===== src/rtl/mpsoc3d_riscv_shell_pkg.sv =====
// Shared constants for the 3D RISC-V MPSoC shell: AHB transfer types and
// GLIP debug opcodes.
package mpsoc3d_riscv_shell_pkg;

  typedef enum logic [1:0] {
    HTRANS_IDLE   = 2'b00,
    HTRANS_BUSY   = 2'b01,
    HTRANS_NONSEQ = 2'b10,
    HTRANS_SEQ    = 2'b11
  } htrans_e;

  localparam logic [3:0] GLIP_OP_LOGIC_RST = 4'h1;
  localparam logic [3:0] GLIP_OP_CPU_STALL = 4'h2;
  localparam logic [3:0] GLIP_OP_STATUS    = 4'h3;
  localparam logic [3:0] GLIP_OP_ECHO      = 4'h4;

  localparam logic [15:0] GLIP_ERR_WORD = 16'hFFFF;

endpackage


===== src/rtl/mpsoc3d_riscv_ahb_arbiter.sv =====
// Round-robin AHB-Lite arbiter for the compute tiles: registered address-phase
// grant plus data-phase owner tracking.
module mpsoc3d_riscv_ahb_arbiter
  import mpsoc3d_riscv_shell_pkg::*;
#(
  parameter int unsigned NUMCTS = 8,
  localparam int unsigned IW = (NUMCTS > 1) ? $clog2(NUMCTS) : 1
) (
  input  logic                clk,
  input  logic                rst,
  input  logic [NUMCTS-1:0]   tile_hsel,
  input  logic [NUMCTS-1:0]   tile_hmastlock,
  input  logic [2*NUMCTS-1:0] tile_htrans,
  input  logic                ext_hready,
  output logic [NUMCTS-1:0]   tile_req,
  output logic                owner_valid,
  output logic [IW-1:0]       owner,
  output logic                data_valid,
  output logic [IW-1:0]       data_owner
);

  logic [IW-1:0] last;
  logic [IW-1:0] win;
  logic          win_found;
  logic [1:0]    owner_trans;
  logic          rearb;

  always_comb begin
    tile_req = '0;
    for (int unsigned k = 0; k < NUMCTS; k++) begin
      tile_req[k] = tile_hsel[k] && (tile_htrans[2*k +: 2] == HTRANS_NONSEQ);
    end
  end

  // Scan starts one past the last granted tile; last resets to NUMCTS-1 so
  // tile 0 has top priority out of reset.
  always_comb begin
    int unsigned cand;
    cand      = 0;
    win_found = 1'b0;
    win       = '0;
    for (int unsigned i = 1; i <= NUMCTS; i++) begin
      cand = (32'(last) + i) % NUMCTS;
      if (!win_found && tile_req[cand[IW-1:0]]) begin
        win_found = 1'b1;
        win       = cand[IW-1:0];
      end
    end
  end

  assign owner_trans = tile_htrans[2*owner +: 2];
  assign rearb = ext_hready &&
                 (!owner_valid || (owner_trans == HTRANS_IDLE && !tile_hmastlock[owner]));

  always_ff @(posedge clk or posedge rst) begin
    if (rst) begin
      owner_valid <= 1'b0;
      owner       <= '0;
      last        <= IW'(NUMCTS - 1);
      data_valid  <= 1'b0;
      data_owner  <= '0;
    end else begin
      if (rearb) begin
        owner_valid <= win_found;
        if (win_found) begin
          owner <= win;
          last  <= win;
        end
      end
      if (ext_hready) begin
        data_valid <= owner_valid;
        data_owner <= owner;
      end
    end
  end

endmodule


===== src/rtl/mpsoc3d_riscv_shell.sv =====
// System shell of the 3D RISC-V MPSoC: GLIP debug decoder (MPSOC3D_DEBUG_EN)
// and shared external AHB-Lite port for the compute tiles.
module mpsoc3d_riscv_shell
  import mpsoc3d_riscv_shell_pkg::*;
#(
  parameter int unsigned NUMCTS     = 8,
  parameter int unsigned XLEN       = 32,
  parameter int unsigned GLIP_WIDTH = 16
) (
  input  logic                   clk,
  input  logic                   rst,
  input  logic [GLIP_WIDTH-1:0]  glip_in_data,
  input  logic                   glip_in_valid,
  output logic                   glip_in_ready,
  output logic [GLIP_WIDTH-1:0]  glip_out_data,
  output logic                   glip_out_valid,
  input  logic                   glip_out_ready,
  input  logic [NUMCTS-1:0]      termination,
  output logic                   rst_sys,
  output logic                   rst_cpu,
  output logic                   cpu_stall,
  input  logic [NUMCTS-1:0]      tile_hsel,
  input  logic [NUMCTS-1:0]      tile_hwrite,
  input  logic [NUMCTS-1:0]      tile_hmastlock,
  input  logic [NUMCTS*XLEN-1:0] tile_haddr,
  input  logic [NUMCTS*XLEN-1:0] tile_hwdata,
  input  logic [NUMCTS*3-1:0]    tile_hsize,
  input  logic [NUMCTS*3-1:0]    tile_hburst,
  input  logic [NUMCTS*4-1:0]    tile_hprot,
  input  logic [NUMCTS*2-1:0]    tile_htrans,
  output logic [NUMCTS*XLEN-1:0] tile_hrdata,
  output logic [NUMCTS-1:0]      tile_hready,
  output logic [NUMCTS-1:0]      tile_hresp,
  output logic                   ahb4_ext_hsel_i,
  output logic                   ahb4_ext_hwrite_i,
  output logic                   ahb4_ext_hmastlock_i,
  output logic [XLEN-1:0]        ahb4_ext_haddr_i,
  output logic [XLEN-1:0]        ahb4_ext_hwdata_i,
  output logic [2:0]             ahb4_ext_hsize_i,
  output logic [2:0]             ahb4_ext_hburst_i,
  output logic [3:0]             ahb4_ext_hprot_i,
  output logic [1:0]             ahb4_ext_htrans_i,
  input  logic [XLEN-1:0]        ahb4_ext_hrdata_o,
  input  logic                   ahb4_ext_hready_o,
  input  logic                   ahb4_ext_hresp_o
);

  localparam int unsigned IW = (NUMCTS > 1) ? $clog2(NUMCTS) : 1;

  logic logic_rst;

`ifdef MPSOC3D_DEBUG_EN
  logic [3:0] glip_op;
  logic [7:0] term8;
  logic       glip_accept;

  assign glip_in_ready = !glip_out_valid;
  assign glip_accept   = glip_in_valid && glip_in_ready;
  assign glip_op       = glip_in_data[GLIP_WIDTH-1 -: 4];

  always_comb begin
    term8 = '0;
    term8[NUMCTS-1:0] = termination;
  end

  always_ff @(posedge clk or posedge rst) begin
    if (rst) begin
      logic_rst      <= 1'b0;
      cpu_stall      <= 1'b0;
      glip_out_valid <= 1'b0;
      glip_out_data  <= '0;
    end else begin
      if (glip_out_valid && glip_out_ready) begin
        glip_out_valid <= 1'b0;
      end
      // Accept is only possible with no response pending, so it never
      // collides with the drop above.
      if (glip_accept) begin
        case (glip_op)
          GLIP_OP_LOGIC_RST: logic_rst <= glip_in_data[0];
          GLIP_OP_CPU_STALL: cpu_stall <= glip_in_data[0];
          GLIP_OP_STATUS: begin
            glip_out_valid <= 1'b1;
            glip_out_data  <= {GLIP_OP_STATUS, 4'h0, term8};
          end
          GLIP_OP_ECHO: begin
            glip_out_valid <= 1'b1;
            glip_out_data  <= glip_in_data;
          end
          default: begin
            glip_out_valid <= 1'b1;
            glip_out_data  <= GLIP_ERR_WORD;
          end
        endcase
      end
    end
  end
`else
  logic unused_glip;

  assign glip_in_ready  = 1'b1;
  assign glip_out_valid = 1'b0;
  assign glip_out_data  = '0;
  assign logic_rst      = 1'b0;
  assign cpu_stall      = 1'b0;
  assign unused_glip    = ^{glip_in_data, glip_in_valid, glip_out_ready, termination};
`endif

  assign rst_sys = rst | logic_rst;
  assign rst_cpu = rst | logic_rst;

  logic [NUMCTS-1:0] tile_req;
  logic              owner_valid;
  logic [IW-1:0]     owner;
  logic              data_valid;
  logic [IW-1:0]     data_owner;

  mpsoc3d_riscv_ahb_arbiter #(
    .NUMCTS(NUMCTS)
  ) u_arbiter (
    .clk            (clk),
    .rst            (rst),
    .tile_hsel      (tile_hsel),
    .tile_hmastlock (tile_hmastlock),
    .tile_htrans    (tile_htrans),
    .ext_hready     (ahb4_ext_hready_o),
    .tile_req       (tile_req),
    .owner_valid    (owner_valid),
    .owner          (owner),
    .data_valid     (data_valid),
    .data_owner     (data_owner)
  );

  always_comb begin
    ahb4_ext_hsel_i      = 1'b0;
    ahb4_ext_hwrite_i    = 1'b0;
    ahb4_ext_hmastlock_i = 1'b0;
    ahb4_ext_haddr_i     = '0;
    ahb4_ext_hsize_i     = '0;
    ahb4_ext_hburst_i    = '0;
    ahb4_ext_hprot_i     = '0;
    ahb4_ext_htrans_i    = HTRANS_IDLE;
    if (owner_valid) begin
      ahb4_ext_hsel_i      = tile_hsel[owner];
      ahb4_ext_hwrite_i    = tile_hwrite[owner];
      ahb4_ext_hmastlock_i = tile_hmastlock[owner];
      ahb4_ext_haddr_i     = tile_haddr[owner*XLEN +: XLEN];
      ahb4_ext_hsize_i     = tile_hsize[owner*3 +: 3];
      ahb4_ext_hburst_i    = tile_hburst[owner*3 +: 3];
      ahb4_ext_hprot_i     = tile_hprot[owner*4 +: 4];
      ahb4_ext_htrans_i    = tile_htrans[owner*2 +: 2];
    end
    ahb4_ext_hwdata_i = data_valid ? tile_hwdata[data_owner*XLEN +: XLEN] : '0;
  end

  // The address-phase owner also needs the bus hready to see its address
  // accepted; a waiting requester is stalled even if it owns the data phase.
  always_comb begin
    logic is_owner;
    logic is_downer;
    is_owner    = 1'b0;
    is_downer   = 1'b0;
    tile_hrdata = '0;
    tile_hresp  = '0;
    tile_hready = '0;
    for (int unsigned k = 0; k < NUMCTS; k++) begin
      is_owner  = owner_valid && (owner == IW'(k));
      is_downer = data_valid && (data_owner == IW'(k));
      tile_hrdata[k*XLEN +: XLEN] = is_downer ? ahb4_ext_hrdata_o : '0;
      tile_hresp[k] = is_downer && ahb4_ext_hresp_o;
      if (is_owner) begin
        tile_hready[k] = ahb4_ext_hready_o;
      end else if (tile_req[k]) begin
        tile_hready[k] = 1'b0;
      end else if (is_downer) begin
        tile_hready[k] = ahb4_ext_hready_o;
      end else begin
        tile_hready[k] = 1'b1;
      end
    end
  end

endmodule


===== config.mk =====
export PLATFORM = sky130hd
export DESIGN_NAME = mpsoc3d_riscv_shell
export DESIGN_NICKNAME = d
export VERILOG_FILES = /design/src/rtl/mpsoc3d_riscv_shell_pkg.sv /design/src/rtl/mpsoc3d_riscv_ahb_arbiter.sv /design/src/rtl/mpsoc3d_riscv_shell.sv
export SDC_FILE = /design/constraint.sdc
export NUM_CORES = 1
export LEC_CHECK = 0
export CORE_AREA = 2 2 411 413
export CTS_BUF_LIST = sky130_fd_sc_hd__clkbuf_2 sky130_fd_sc_hd__clkbuf_4 sky130_fd_sc_hd__clkbuf_8
export DETAILED_ROUTE_END_ITERATION = 8
export DIE_AREA = 0 0 413 415
export GPL_ROUTABILITY_DRIVEN = 0
export HOLD_SLACK_MARGIN = 0.12
export SLEW_MARGIN = 30
export SYNTH_ARGS = -nofsm -noshare
export SYNTH_HDL_FRONTEND = slang
export SYNTH_SLANG_ARGS = --single-unit

===== constraint.sdc =====
create_clock -name clk -period 4.2 [get_ports clk]
set_input_delay 0.42 -clock clk [delete_from_list [all_inputs] [get_ports clk]]
set_output_delay 0.42 -clock clk [all_outputs]
set_load 0.05 [all_outputs]

==> results of run 1 <==
-- kinds of logic after synthesis --
logic type               Yosys count  share of synthesized area (%)
AND/OR/NAND/NOR                  438                           30.3
multiplexers                     262                           53.3
buffers and inverters            131                           6.86
AO/OA/AOI/OAI                     67                           5.54
flip-flops                        11                           3.13
XOR/XNOR                           3                          0.464
adder cells (fa/ha/maj)            2                          0.281
other                              2                         0.0844
-- layer usage --
layer	part of all wire, %	global-route usage, %	vias up	routed length (um)
li1	-	-	5345	-
met1	40	11.7	6172	35200
met2	49	16.6	851	42600
met3	8.1	2.22	129	7110
met4	3.1	2.64	6	2680
met5	0.045	0	-	39
-- final timing paths --
kind / cells after the start / endpoint / start
max: 4 / ahb4_ext_haddr_i[0] / u_arbiter.owner[0]
min: 2 / u_arbiter.data_owner[1] / rst
max reg2reg: 10 / u_arbiter.owner[2] / u_arbiter.last[0]
min reg2reg: 3 / u_arbiter.last[1] / u_arbiter.last[1]
min in group clk: 3 / u_arbiter.last[1] / u_arbiter.last[1]
max in group asynchronous: 2 / u_arbiter.owner[0] / rst
-- cells in the final DEF, fill, tap and decap left out, drive strengths merged, types with 3 or more instances in the layout --
cell and n:
a2111oi 4, a21boi 5, a21oi 22, a31oi 3
and2 267, and3b 8, buf 100, clkbuf 4
clkdlybuf4s50 952, conb 19, dfrtp 8, dfstp 3
diode 19, inv 11, mux2 8, mux2i 85
mux4 169, nand2 20, nand2b 4, nand3 7
nand3b 5, nand4 4, nand4b 6, nor2 19
nor2b 81, nor3 8, o2111a 4, o21ai 7
o221a 3
-- metrics by stage --
step	cells	util, %	total power, mW
after floorplan	933	-	7.47
after global placement	4070	13.0	11.5
after detailed placement	4070	13.0	11.5
after CTS	4074	13.0	11.6
after global routing	4082	13.0	12.1
final	4093	13.0	11.5
-- state kept, by name, summed over array words and instances (netlist names) --
name / cells
u_arbiter.owner_valid: 1
u_arbiter.data_owner: 3
u_arbiter.last: 3
u_arbiter.data_valid: 1
u_arbiter.owner: 3
-- layout make-up --
| cell class | instances | area (sq um) |
|---|---|---|
| inverter | 12 | 45.0 |
| fill | 18972 | 145000 |
| clock buffer | 4 | 48.8 |
| multi-input combinational | 791 | 8110 |
| timing repair buffer | 1052 | 10400 |
| sequential | 11 | 300 |
| tap | 2204 | 2760 |
| antenna | 19 | 47.5 |
-- power by group --
group / internal [mW] / switching (mW)
Sequential: 0.179 / 0.442
Clock: 0.0731 / 0.0393
Combinational: 4.46 / 6.28
==> metrics, run 1 <==
antenna-violating nets left 0; clock sinks 11; post-DP HPWL 77400 um; Yosys top cell area share 42.8%; Max VDD drop 0.000259 V; Placement Setup Slack 0.797 ns; Synth top cells by count and2_1, mux4_2, mux2i_1, nor2b_1, clkbuf_1; Leak Pwr 7.11 nW; Synth area leaders mux4_2, and2_1, mux2i_1; CP arrival 3.18 ns; Max-Cap Viols 0; Global Route Usage Sum 9.54%; clock buffer depth 2; nets@finish 2567; Num CTS Buffers 3; outcome completed; initial antenna violation count 77; Post-CTS Setup Inserts 0; post-route cell area 21700 sq um; fraction of layout cells with a size suffix above 1 16.7%; final setup vio count 0; Synth Register Bits 11; Vias 12503; sequential area share after synthesis 3.13%; vias in the first global route 12425; Post-CTS Hold Buffers 0; worst hold slack 0.557 ns; Cell Rows 150; reg-to-reg slack, setup 0.76 ns; Starting Density 5.34%; port bufs 1020; CTS Root Cell clkbuf_8; RSZ-0062 raised after global routing no; Area Growth Syn to Fin 144%; first-pass GRT wire length 112000 um; WP data required 3.78 ns; DR pass1 iterations 5; Avg WL per Cell 21.4 um; WP buf/inv 1; largest net degree at the start of global routing 52; die area 171000 sq um; Post-synth EDFFs 0; Post-Synthesis Cells 916; critical path cell sequence mux4_2 -> mux2i_1 -> nor2b_1 -> clkdlybuf4s50_1; Synth area leader mux4_2; Final Skew 0.00138 ns; dpl cell area 21600 sq um; Synth warnings 0; H-Tree Depth 1; Netlist Area Pre-Place 8900 sq um; Netlist cell types 60; Core Box Area 167000 sq um; Crit. End Element output pin; power per cell area 528 nW/um^2; Max stage delay on crit path 0.82 ns; asr flop ratio synth 100%; pins over their slew limit 0; Critical Setup Path Class flop to output pin; Iter 0 DRT Violations 890; crit-path max FO 24; syn avg cell area 9.72 sq um; FMAX 278 MHz; worst min-delay path category primary input to async pin; min Tclk post-route 3.60 ns; ys flop type dfrtp_1; total routed wirelength 87600 um; Slew headroom 47.3%; post_cts resized 0; Final period util 85.7%; PnR worst setup slack 0.600 ns; most frequent cell after synthesis and2_1; Setup TNS 0 ns; Vias/cell 3.05; # IOs 1066; Die Width 413 um; grt ovf 0; final hold vios 0; CTS tree done; Worst-path clk slew 0.05 ns; Worst Max-Slew Pin Slew 0.768 ns; clk_lat worst skew 0.24 ns; Critical Path Slowest Stage Cell dfrtp_4; Startpoint Class flop; detailed-route DRC error count 0; delay-heaviest family, CP multiplexers; chip height 415 um
No activity file was read; power rests on OpenSTA's default activity.
==> run 2: changes to the inputs <==
Settings changed: CTS_CLUSTER_DIAMETER set to 120, GPL_ROUTABILITY_DRIVEN 0 to not set.
==> run 2 against run 1 <==
Against the previous run: critical path depth increased by 1; core utilization is essentially flat; largest cell class unchanged; largest power group unchanged; sequential cell count unchanged; routed wire length grew 2.0%; combinational power is essentially flat; sequential share of layout area about the same.
==> metrics, run 2 (synthesis gave the netlist of run 1 again) <==
Cell Rows 150; Final Skew 0.00210 ns; total routed wirelength 89400 um; pins over their slew limit 0; Max VDD drop 0.000263 V; worst min-delay path category primary input to async pin; Fill cells 18966; Leak Pwr 7.16 nW; WP data required 3.78 ns; Area Growth Syn to Fin 145%; antenna-violating nets left 0; most frequent cells in the layout clkdlybuf4s50_1, and2_1, mux4_2, buf_4, mux2i_1; final setup vio count 0; Max-Cap Viols 0; routability-driven placement congestion ratio 0.960; detailed-route DRC error count 0; CTS Root Cell clkbuf_8; Vias 12407; chip height 415 um; H-Tree Depth 1; crit-path max FO 31; min Tclk post-route 3.56 ns; FMAX 281 MHz; clock buffer depth 2; CP arrival 3.14 ns; Starting Density 5.34%; vias in the first global route 12388; clk_lat worst skew 0.25 ns; Crit. End Element output pin; top flop regs u_arbiter.data_owner (3), u_arbiter.last (3), u_arbiter.owner (3); post_cts resized 0; Global Route Usage Sum 9.73%; Post-CTS Hold Buffers 0; Startpoint Class flop; clock sinks 11; Iter 0 DRT Violations 852; outcome completed; RSZ-0062 raised after global routing no; initial antenna violation count 59; Core Box Area 167000 sq um; Setup TNS 0 ns; power per cell area 535 nW/um^2; Slew headroom 47.8%; # IOs 1066; Die Width 413 um; Final period util 84.8%; port bufs 1020; Critical Setup Path Class flop to output pin; first-pass GRT wire length 113000 um; Post-CTS Setup Inserts 0; top routing layer in use met5; Worst-path clk slew 0.05 ns; commonest non-fill, non-tap cell in the layout clkdlybuf4s50_1; Num CTS Buffers 3; fraction of layout cells with a size suffix above 1 17.2%; DR pass1 iterations 5; post-DP HPWL 78800 um; die area 171000 sq um; Avg WL per Cell 21.8 um; Vias/cell 3.02; met2 wire length 44200 um; DRT met1 WL 35700 um; nets@finish 2579; grt ovf 0; Worst Max-Slew Pin Slew 0.780 ns; worst hold slack 0.562 ns; CTS tree done; largest net degree at the start of global routing 52; final hold vios 0; multi-input logic area 8110 sq um; WL met3 6990 um; Register Area 300 sq um
run 2: cell types whose count changed in the layout (fill, tap and decap cells not counted), sizes merged:
cell and delta:
buf +12, clkbuf -1, clkinv +1, diode +1
run 2: path summary, 6_finish.rpt:
path	startpoint	end	slack (ns)	depth (start not counted)
max	u_arbiter.data_owner[0]	ahb4_ext_hwdata_i[7]	0.64	5
min	rst	u_arbiter.data_owner[0]	0.56	2
max reg2reg	u_arbiter.last[0]	u_arbiter.owner[2]	0.83	11
min reg2reg	u_arbiter.last[1]	u_arbiter.last[1]	0.67	3
max in group asynchronous	rst	u_arbiter.owner[2]	3.28	2
min in group clk	u_arbiter.last[1]	u_arbiter.last[1]	0.67	3
run 2: layer usage:
layer  up-vias  global-route usage, %
met5         -                      0
met4        10                   2.58
met3        88                   1.56
met2       759                   17.1
met1      6183                   12.2
li1       5367                      -
run 2: final cells by class:
| class | count | area share, % |
|---|---|---|
| Timing Repair Buffer | 1064 | 48.2 |
| Tap cell | 2204 | 12.6 |
| Multi-Input combinational cell | 791 | 37.2 |
| Inverter | 12 | 0.206 |
| Clock inverter | 1 | 0.0229 |
| Clock buffer | 3 | 0.189 |
| Sequential cell | 11 | 1.38 |
| Antenna cell | 20 | 0.229 |
run 2: critical path: stages, from the launching register on:
cell and delay, ns:
dfrtp_4 0.87, buf_4 0.34, mux4_2 0.26, mux2i_1 0.07, nor2b_1 0.39, clkdlybuf4s50_1 0.91
run 2: through the flow:
stage          instances  cell area, sq um  power, mW  setup slack, ns  utilization [%]
2_1_floorplan        933              8960       7.47            0.861                -
3_3_place_gp        4082             21700       11.7            0.806             13.0
3_5_place_dp        4082             21700       11.7            0.810             13.0
5_1_grt             4095             21800       12.3            0.489             13.1
4_1_cts             4086             21800       11.9            0.570             13.1
6_report            4106             21800       11.7            0.637             13.1
run 2: where the power goes:
part	internal, mW	switching (mW)	total [mW]
clock network	0.0655	0.0454	0.111
logic	4.52	6.44	11.0
registers	0.180	0.419	0.599
total	4.77	6.90	11.7
